--- src/rtl/seq_pattern_tx.sv ---
`default_nettype none
// ============================================================================
// Module   : seq_pattern_tx
// Function : Serial pattern transmitter, MSB-first, repeated with idle gaps.
//            Optional macro SEQ_TX_PARITY_EN appends an even-parity bit per rep.
// Revision : 1.0 - initial release
// ============================================================================
module seq_pattern_tx #(
  parameter int PAT_W   = 4,
  parameter int CNT_W   = 8,
  parameter int GAP_LEN = 0
) (
  input  logic             clk,
  input  logic             rst,
  input  logic             start,
  input  logic [PAT_W-1:0] pattern,
  input  logic [CNT_W-1:0] reps,
  output logic             d_out,
  output logic             valid,
  output logic             busy,
  output logic             done,
  output logic [CNT_W-1:0] sent_cnt
);

  localparam int IDX_W = $clog2(PAT_W);
  localparam int GAP_W = (GAP_LEN > 1) ? $clog2(GAP_LEN) : 1;
  localparam logic [IDX_W-1:0] C_IDX_LAST = IDX_W'(PAT_W - 1);
  localparam logic [GAP_W-1:0] C_GAP_LAST = GAP_W'((GAP_LEN > 0) ? GAP_LEN - 1 : 0);

`ifdef SEQ_TX_PARITY_EN
  typedef enum logic [2:0] {S_IDLE, S_SEND, S_GAP, S_PAR, S_DONE} state_t;
`else
  typedef enum logic [2:0] {S_IDLE, S_SEND, S_GAP, S_DONE} state_t;
`endif

  state_t             r_state, w_state_nxt;
  logic [PAT_W-1:0]   r_pat, w_pat_nxt;
  logic [PAT_W-1:0]   r_shreg, w_shreg_nxt;
  logic [CNT_W-1:0]   r_rem, w_rem_nxt;
  logic [CNT_W-1:0]   r_sent, w_sent_nxt;
  logic [IDX_W-1:0]   r_idx, w_idx_nxt;
  logic [GAP_W-1:0]   r_gap, w_gap_nxt;
  logic               r_dout, r_valid, r_busy, r_done;
  logic               w_dout_nxt, w_valid_nxt, w_busy_nxt, w_done_nxt;
  logic               w_rep_end;

  always_ff @(posedge clk or negedge rst) begin
    if (!rst) begin
      r_state <= S_IDLE;
      r_pat   <= '0;
      r_shreg <= '0;
      r_rem   <= '0;
      r_sent  <= '0;
      r_idx   <= '0;
      r_gap   <= '0;
      r_dout  <= 1'b0;
      r_valid <= 1'b0;
      r_busy  <= 1'b0;
      r_done  <= 1'b0;
    end else begin
      r_state <= w_state_nxt;
      r_pat   <= w_pat_nxt;
      r_shreg <= w_shreg_nxt;
      r_rem   <= w_rem_nxt;
      r_sent  <= w_sent_nxt;
      r_idx   <= w_idx_nxt;
      r_gap   <= w_gap_nxt;
      r_dout  <= w_dout_nxt;
      r_valid <= w_valid_nxt;
      r_busy  <= w_busy_nxt;
      r_done  <= w_done_nxt;
    end
  end

  always_comb begin
    w_state_nxt = r_state;
    w_pat_nxt   = r_pat;
    w_shreg_nxt = r_shreg;
    w_rem_nxt   = r_rem;
    w_sent_nxt  = r_sent;
    w_idx_nxt   = r_idx;
    w_gap_nxt   = r_gap;
    w_rep_end   = 1'b0;

    case (r_state)
      S_IDLE: begin
        if (start) begin
          w_pat_nxt   = pattern;
          w_shreg_nxt = pattern;
          w_rem_nxt   = reps;
          w_sent_nxt  = '0;
          w_idx_nxt   = C_IDX_LAST;
          w_state_nxt = (reps == '0) ? S_DONE : S_SEND;
        end
      end
      S_SEND: begin
        if (r_idx != '0) begin
          w_shreg_nxt = r_shreg << 1;
          w_idx_nxt   = r_idx - IDX_W'(1);
        end else begin
`ifdef SEQ_TX_PARITY_EN
          w_state_nxt = S_PAR;
`else
          w_rep_end   = 1'b1;
`endif
        end
      end
      S_GAP: begin
        if (r_gap == '0) w_state_nxt = S_SEND;
        else             w_gap_nxt   = r_gap - GAP_W'(1);
      end
`ifdef SEQ_TX_PARITY_EN
      S_PAR: w_rep_end = 1'b1;
`endif
      S_DONE:  w_state_nxt = S_IDLE;
      default: w_state_nxt = S_IDLE;
    endcase

    // One repetition finished: reload the pattern and pick gap, next rep or done.
    if (w_rep_end) begin
      w_sent_nxt  = r_sent + CNT_W'(1);
      w_rem_nxt   = r_rem - CNT_W'(1);
      w_shreg_nxt = r_pat;
      w_idx_nxt   = C_IDX_LAST;
      w_gap_nxt   = C_GAP_LAST;
      if (r_rem == CNT_W'(1)) w_state_nxt = S_DONE;
      else if (GAP_LEN > 0)   w_state_nxt = S_GAP;
      else                    w_state_nxt = S_SEND;
    end
  end

  // Outputs are decoded from the next state so they leave the flops as Moore outputs.
  always_comb begin
    w_dout_nxt  = 1'b0;
    w_valid_nxt = 1'b0;
    w_busy_nxt  = 1'b0;
    w_done_nxt  = 1'b0;
    case (w_state_nxt)
      S_SEND: begin
        w_dout_nxt  = w_shreg_nxt[PAT_W-1];
        w_valid_nxt = 1'b1;
        w_busy_nxt  = 1'b1;
      end
      S_GAP: w_busy_nxt = 1'b1;
`ifdef SEQ_TX_PARITY_EN
      S_PAR: begin
        w_dout_nxt  = ^r_pat;
        w_valid_nxt = 1'b1;
        w_busy_nxt  = 1'b1;
      end
`endif
      S_DONE:  w_done_nxt = 1'b1;
      default: w_done_nxt = 1'b0;
    endcase
  end

  assign d_out    = r_dout;
  assign valid    = r_valid;
  assign busy     = r_busy;
  assign done     = r_done;
  assign sent_cnt = r_sent;

endmodule
`default_nettype wire

--- config.mk ---
export PLATFORM = sky130hd
export DESIGN_NAME = seq_pattern_tx
export DESIGN_NICKNAME = d
export VERILOG_FILES = /design/src/rtl/seq_pattern_tx.sv
export SDC_FILE = /design/constraint.sdc
export NUM_CORES = 1
export LEC_CHECK = 0
export ABC_AREA = 1
export BUFFER_PORTS_ARGS = -buffer_cell sky130_fd_sc_hd__buf_2
export CORE_MARGIN = 10
export CORE_UTILIZATION = 36
export CTS_CLUSTER_SIZE = 14
export DETAILED_ROUTE_END_ITERATION = 8
export PLACE_DENSITY_LB_ADDON = 0.25
export SYNTH_ARGS = -nofsm -noshare
export SYNTH_HDL_FRONTEND = slang
export SYNTH_SLANG_ARGS = --single-unit
--- constraint.sdc ---
create_clock -name clk -period 1.6 [get_ports clk]
set_clock_uncertainty 0.2 [all_clocks]
set_input_delay 0.48 -clock clk [delete_from_list [all_inputs] [get_ports clk]]
set_output_delay 0.48 -clock clk [all_outputs]
set_load 0.1 [all_outputs]
# Yosys cells after proc, flatten, opt, wreduce, memory -nomap -nowiden
# Index checks and enable logic that the tools add are counted.
# totals
ff_bits	34
latch_bits	0
ramBits	0
mem_bits_ro	0
output_inout_bits	12
word_cells	64
mem_count	0
# classes
n_addsub	4
n_mul	0
div_mod_pow	0
magnitude_cmp	0
n_eq_ne	8
shifts	0
mux	29
bitwise_logic	0
n_reduce_logical	11
# op_table
operator	n
8-bit two-way mux	6
4-bit two-way mux	3
2-bit two-way mux	5
3-bit by 2-bit == test with 1-bit output (second input constant)	3
1-bit two-way mux	9
3-bit two-way mux	3
3-bit case mux with 3 select lines	1
8-bit by 1-bit adder with 8-bit output (second input constant)	1
8-bit by 1-bit == test with 1-bit output (second input constant)	1
8-bit zero test	1
4-bit case mux with 2 select lines	1
2-bit nonzero test	4
8-bit by 1-bit subtractor with 8-bit output (second input constant)	1
3-bit by 1-bit == test with 1-bit output (second input constant)	2
3-bit inequality test (second input constant)	2
2-bit case mux with 2 select lines	1
2-bit AND reduction	2
3-bit zero test	1
3-bit AND reduction	1
3-bit nonzero test	1
2-bit OR reduction	1
2-bit by 1-bit subtractor with 2-bit output (second input constant)	1
1-bit subtractor (second input constant)	1

# Longest topological paths before layout
# depth
depth_word	8
depth_mapped	8
depth_no_buf	7

# Worst setup path after synthesis
# OpenSTA, ideal clock, no wires.
# synth_path
path_kind	reg-to-reg
startpoint	reg r_sent[0], in the netlist sent_cnt[0]
endpoint	reg r_sent[6], in the netlist sent_cnt[6]
arrival_ns	1.840
slack_ns	-0.569
stages_incl_launch_ff	7
period_less_slack_ns	2.169
path_cell_list	dfrtp_1 ha_1 nand3_1 nor2_1 nand3_1 nand3_1 o21ai_0
# synth_between
elab_chain_cells	2
# synth_rtl
element	line	source
start: declaration	40	logic [CNT_W-1:0] r_sent, w_sent_nxt;
start signal: assignment	65	r_sent <= w_sent_nxt;
8-bit by 1-bit adder with 8-bit output	121	w_sent_nxt = r_sent + CNT_W'(1);
8-bit two-way mux	120	if (w_rep_end) begin
# No other way between the ends.
# A chain may end at the register's enable or synchronous reset.

# Worst setup path after layout
# layout_path
startpoint	reg r_sent[1], in the netlist sent_cnt[1]
endpoint	out sent_cnt[1]
# layout_rtl
element	line	source
end: declaration	22	output logic [CNT_W-1:0] sent_cnt
# No word-level cell between the ends.

==> results.sh <==
export IMPL_status="finished, violations left"
export IMPL_violations="negative setup slack"
export IMPL_fmax_mhz=612
export IMPL_cp_required_ps=920
export IMPL_final_cell_count_no_fill=311
export IMPL_dp_cells=292
export IMPL_whs_ps=220
export IMPL_hold_viol=0
export IMPL_synth_area_leaders="dfrtp_1 48%, nand2_1 15%, nand3_1 5.9%"
export IMPL_dieArea_sq_um=7880
export IMPL_track_usage_pct=11.4
export IMPL_grt_setup_unrepaired="yes"
export IMPL_cap_violations=0
export IMPL_power_density_nw_per_um2=1110
export IMPL_async_reset_ff_share_pct=100
export IMPL_coreArea_sq_um=4470
export IMPL_vias_per_cell=4.93
export IMPL_wl_per_cell_um=13.3
export IMPL_path_clk_slew_ps=70
export IMPL_insertion_delay_ps=290
export IMPL_cts_tree="yes"
export IMPL_first_pass_iters=4
export IMPL_min_path_type="primary input to register"
export IMPL_start_kind="register"
export IMPL_grt_overflow_total=0
export IMPL_synthTopCellsByCount="70 x nand2_1, 33 x dfrtp_1, 25 x inv_1"
export IMPL_path_class="register to output port"
export IMPL_ys_ff_latch=33
export IMPL_slew_viol_final=0
export IMPL_layout_drive_gt1_share_pct=30.5
export IMPL_cts_buffers=5
export IMPL_syn_cell_area_sq_um=1700
export IMPL_fin_tns_setup_ps=-102
export IMPL_synth_nets=230
export IMPL_area_growth_pct=40.6
export IMPL_num_vias=1532
export IMPL_grt_max_degree=34
export IMPL_port_buffers=26
export IMPL_syn_inst=211
export IMPL_initial_core_util_pct=38.1
export IMPL_synth_edff_count=0
export IMPL_io_pin_count=27
export IMPL_clock_root_buffer="clkbuf_8"
export IMPL_cpPeakStageDelay_ps=490
export IMPL_crit_family="flip-flops"
export IMPL_drt_wl_total_um=4150
export IMPL_crit_buf_inv=1
export IMPL_antenna_found_initial=0
export IMPL_grt_pass1_vias=1558
export IMPL_nets=277
export IMPL_setup_viol=3
export IMPL_antenna_cells=0
export IMPL_place_hpwl_um=2950
export IMPL_crit_start="sent_cnt[1]"
export IMPL_total_power_w=0.00266
export IMPL_r2r_start="sent_cnt[0]"
export IMPL_placement_rows=24
export IMPL_crit_arrival_ps=950
export IMPL_p_leak_nw=1.18
export IMPL_yosys_area_top_type="dfrtp_1"
export IMPL_syn_avg_cell_area_sq_um=8.07
export IMPL_place_gp_congestion=0.811
export IMPL_yosysTopAreaCellShare_pct=48.5
export IMPL_grt_pass1_wl_um=7040
export IMPL_slowest_stage="dfrtp_4"
export IMPL_ir_worst_vdd_mv=0.572
export IMPL_period_needed_ps=1630
export IMPL_end_kind="output port"
export IMPL_die_h_um=88.8
export IMPL_synthFlopType="dfrtp_1"
export IMPL_hold_start="pattern[1]"
export IMPL_ant_nets=0
export IMPL_yosysMostFrequentCell="nand2_1"
export IMPL_drt_initial_drc_count=62
export IMPL_final_setup_worst_slack_ps=-34.0
export IMPL_clkSinkCount=33
export IMPL_synth_cell_types=25
export IMPL_worstPathMaxFanout=2
export IMPL_die_w_um=88.8
export IMPL_post_route_period_util_pct=102
export IMPL_drc=0
export IMPL_yosysSeqAreaShare_pct=48.5
export IMPL_cts_max_level=2
export IMPL_clockBufferDepth=2
export IMPL_path_cells="buf_12"
export IMPL_yosysWarnings=0
per-stage QoR:
| stage | util, % | instance area (sq um) | setup WS (ps) |
|---|---|---|---|
| global placement | 48.2 | 2160 | 35.1 |
| floorplan | - | 1740 | 10.7 |
| CTS | 52.0 | 2330 | -41.3 |
| global route | 53.5 | 2390 | -62.1 |
| finish | 53.5 | 2390 | -34.0 |
| detailed placement | 48.2 | 2160 | 13.8 |
area by class of cell:
cell class | count | area [sq um]
fillers | 401 | 2080
flip-flops and latches | 33 | 843
multi-input cells | 147 | 791
repair buffers | 42 | 462
inverters | 29 | 116
clock buffers | 7 | 86.3
well taps | 52 | 65.1
clock inverters | 1 | 30.0
logic make-up (layout without fill, tap and decap cells):
group           count (synthesis)  after routing  share of synthesized area [%]
fa+ha+maj                       4              4                           2.94
other cells                     1              1                          0.220
compound gates                 22             22                           7.86
flops                          33             33                           48.5
buf+inv                        31             79                           7.71
simple gates                  117            117                           31.2
xor+xnor                        3              3                           1.54
cells in the final DEF, fill, tap and decap left out, types with 2 or more instances in the layout:
cell type,netlist,layout
a21oi_2,2,2
buf_12,0,14
buf_2,0,14
buf_4,0,12
clkbuf_8,0,6
dfrtp_1,33,25
dfrtp_2,0,5
dfrtp_4,0,3
ha_4,0,2
inv_1,25,24
inv_2,4,2
inv_4,0,3
nand2_1,70,69
nand3_1,20,19
nand3_2,1,2
nand3_4,2,2
nand4_1,6,6
nor2_1,15,11
nor2_2,0,4
o21ai_0,9,9
o21ai_1,4,4
o21ai_2,2,2
o22ai_1,2,2
xor2_1,2,2
routing by layer:
| metal | up-vias | track usage (%) | share of wire [%] | wire (um) |
|---|---|---|---|---|
| li1 | 766 | - | - | - |
| met1 | 727 | 13.8 | 46 | 1900 |
| met2 | 34 | 18.5 | 47 | 1950 |
| met3 | 5 | 3.40 | 5.6 | 234 |
| met4 | 0 | 4.55 | 1.5 | 62 |
| met5 | - | 0 | 0 | 0 |
worst paths after layout:
kind / to / depth (start not counted) / slack, ps
hold reg to reg: r_pat[0] / 2 / 300
setup / recovery: sent_cnt[1] / 1 / -30
setup reg to reg: sent_cnt[6] / 8 / 80
max in group asynchronous: sent_cnt[2] / 3 / 540
min in group asynchronous: r_shreg[1] / 3 / 470
hold / removal: r_pat[1] / 3 / 220
worst min-delay path, cell delays in order:
cell and delay [ps]:
buf_2 80, nand2_1 60, nand2_1 60
report_power, final:
group	internal [W]	switching (W)
combinational	0.000292	0.000467
sequential	0.000978	0.0000959
clock	0.000508	0.000324
total	0.00178	0.000887
state kept, by name (all words and copies together) (netlist names), 2 cells and up:
name and count:
r_rem 8, r_pat 4, r_shreg 4, sent_cnt 8
r_idx 2, r_state 3
what timing repair did:
item	in CTS	in global routing
pin swaps	0	4
endpoints found under the hold margin	33	0
hold buffers	1	0
buffers inserted	6	4
gates resized for setup	0	12
cloned	0	0
setup endpoints to repair	6	24
No activity file was read; power rests on OpenSTA's default activity.
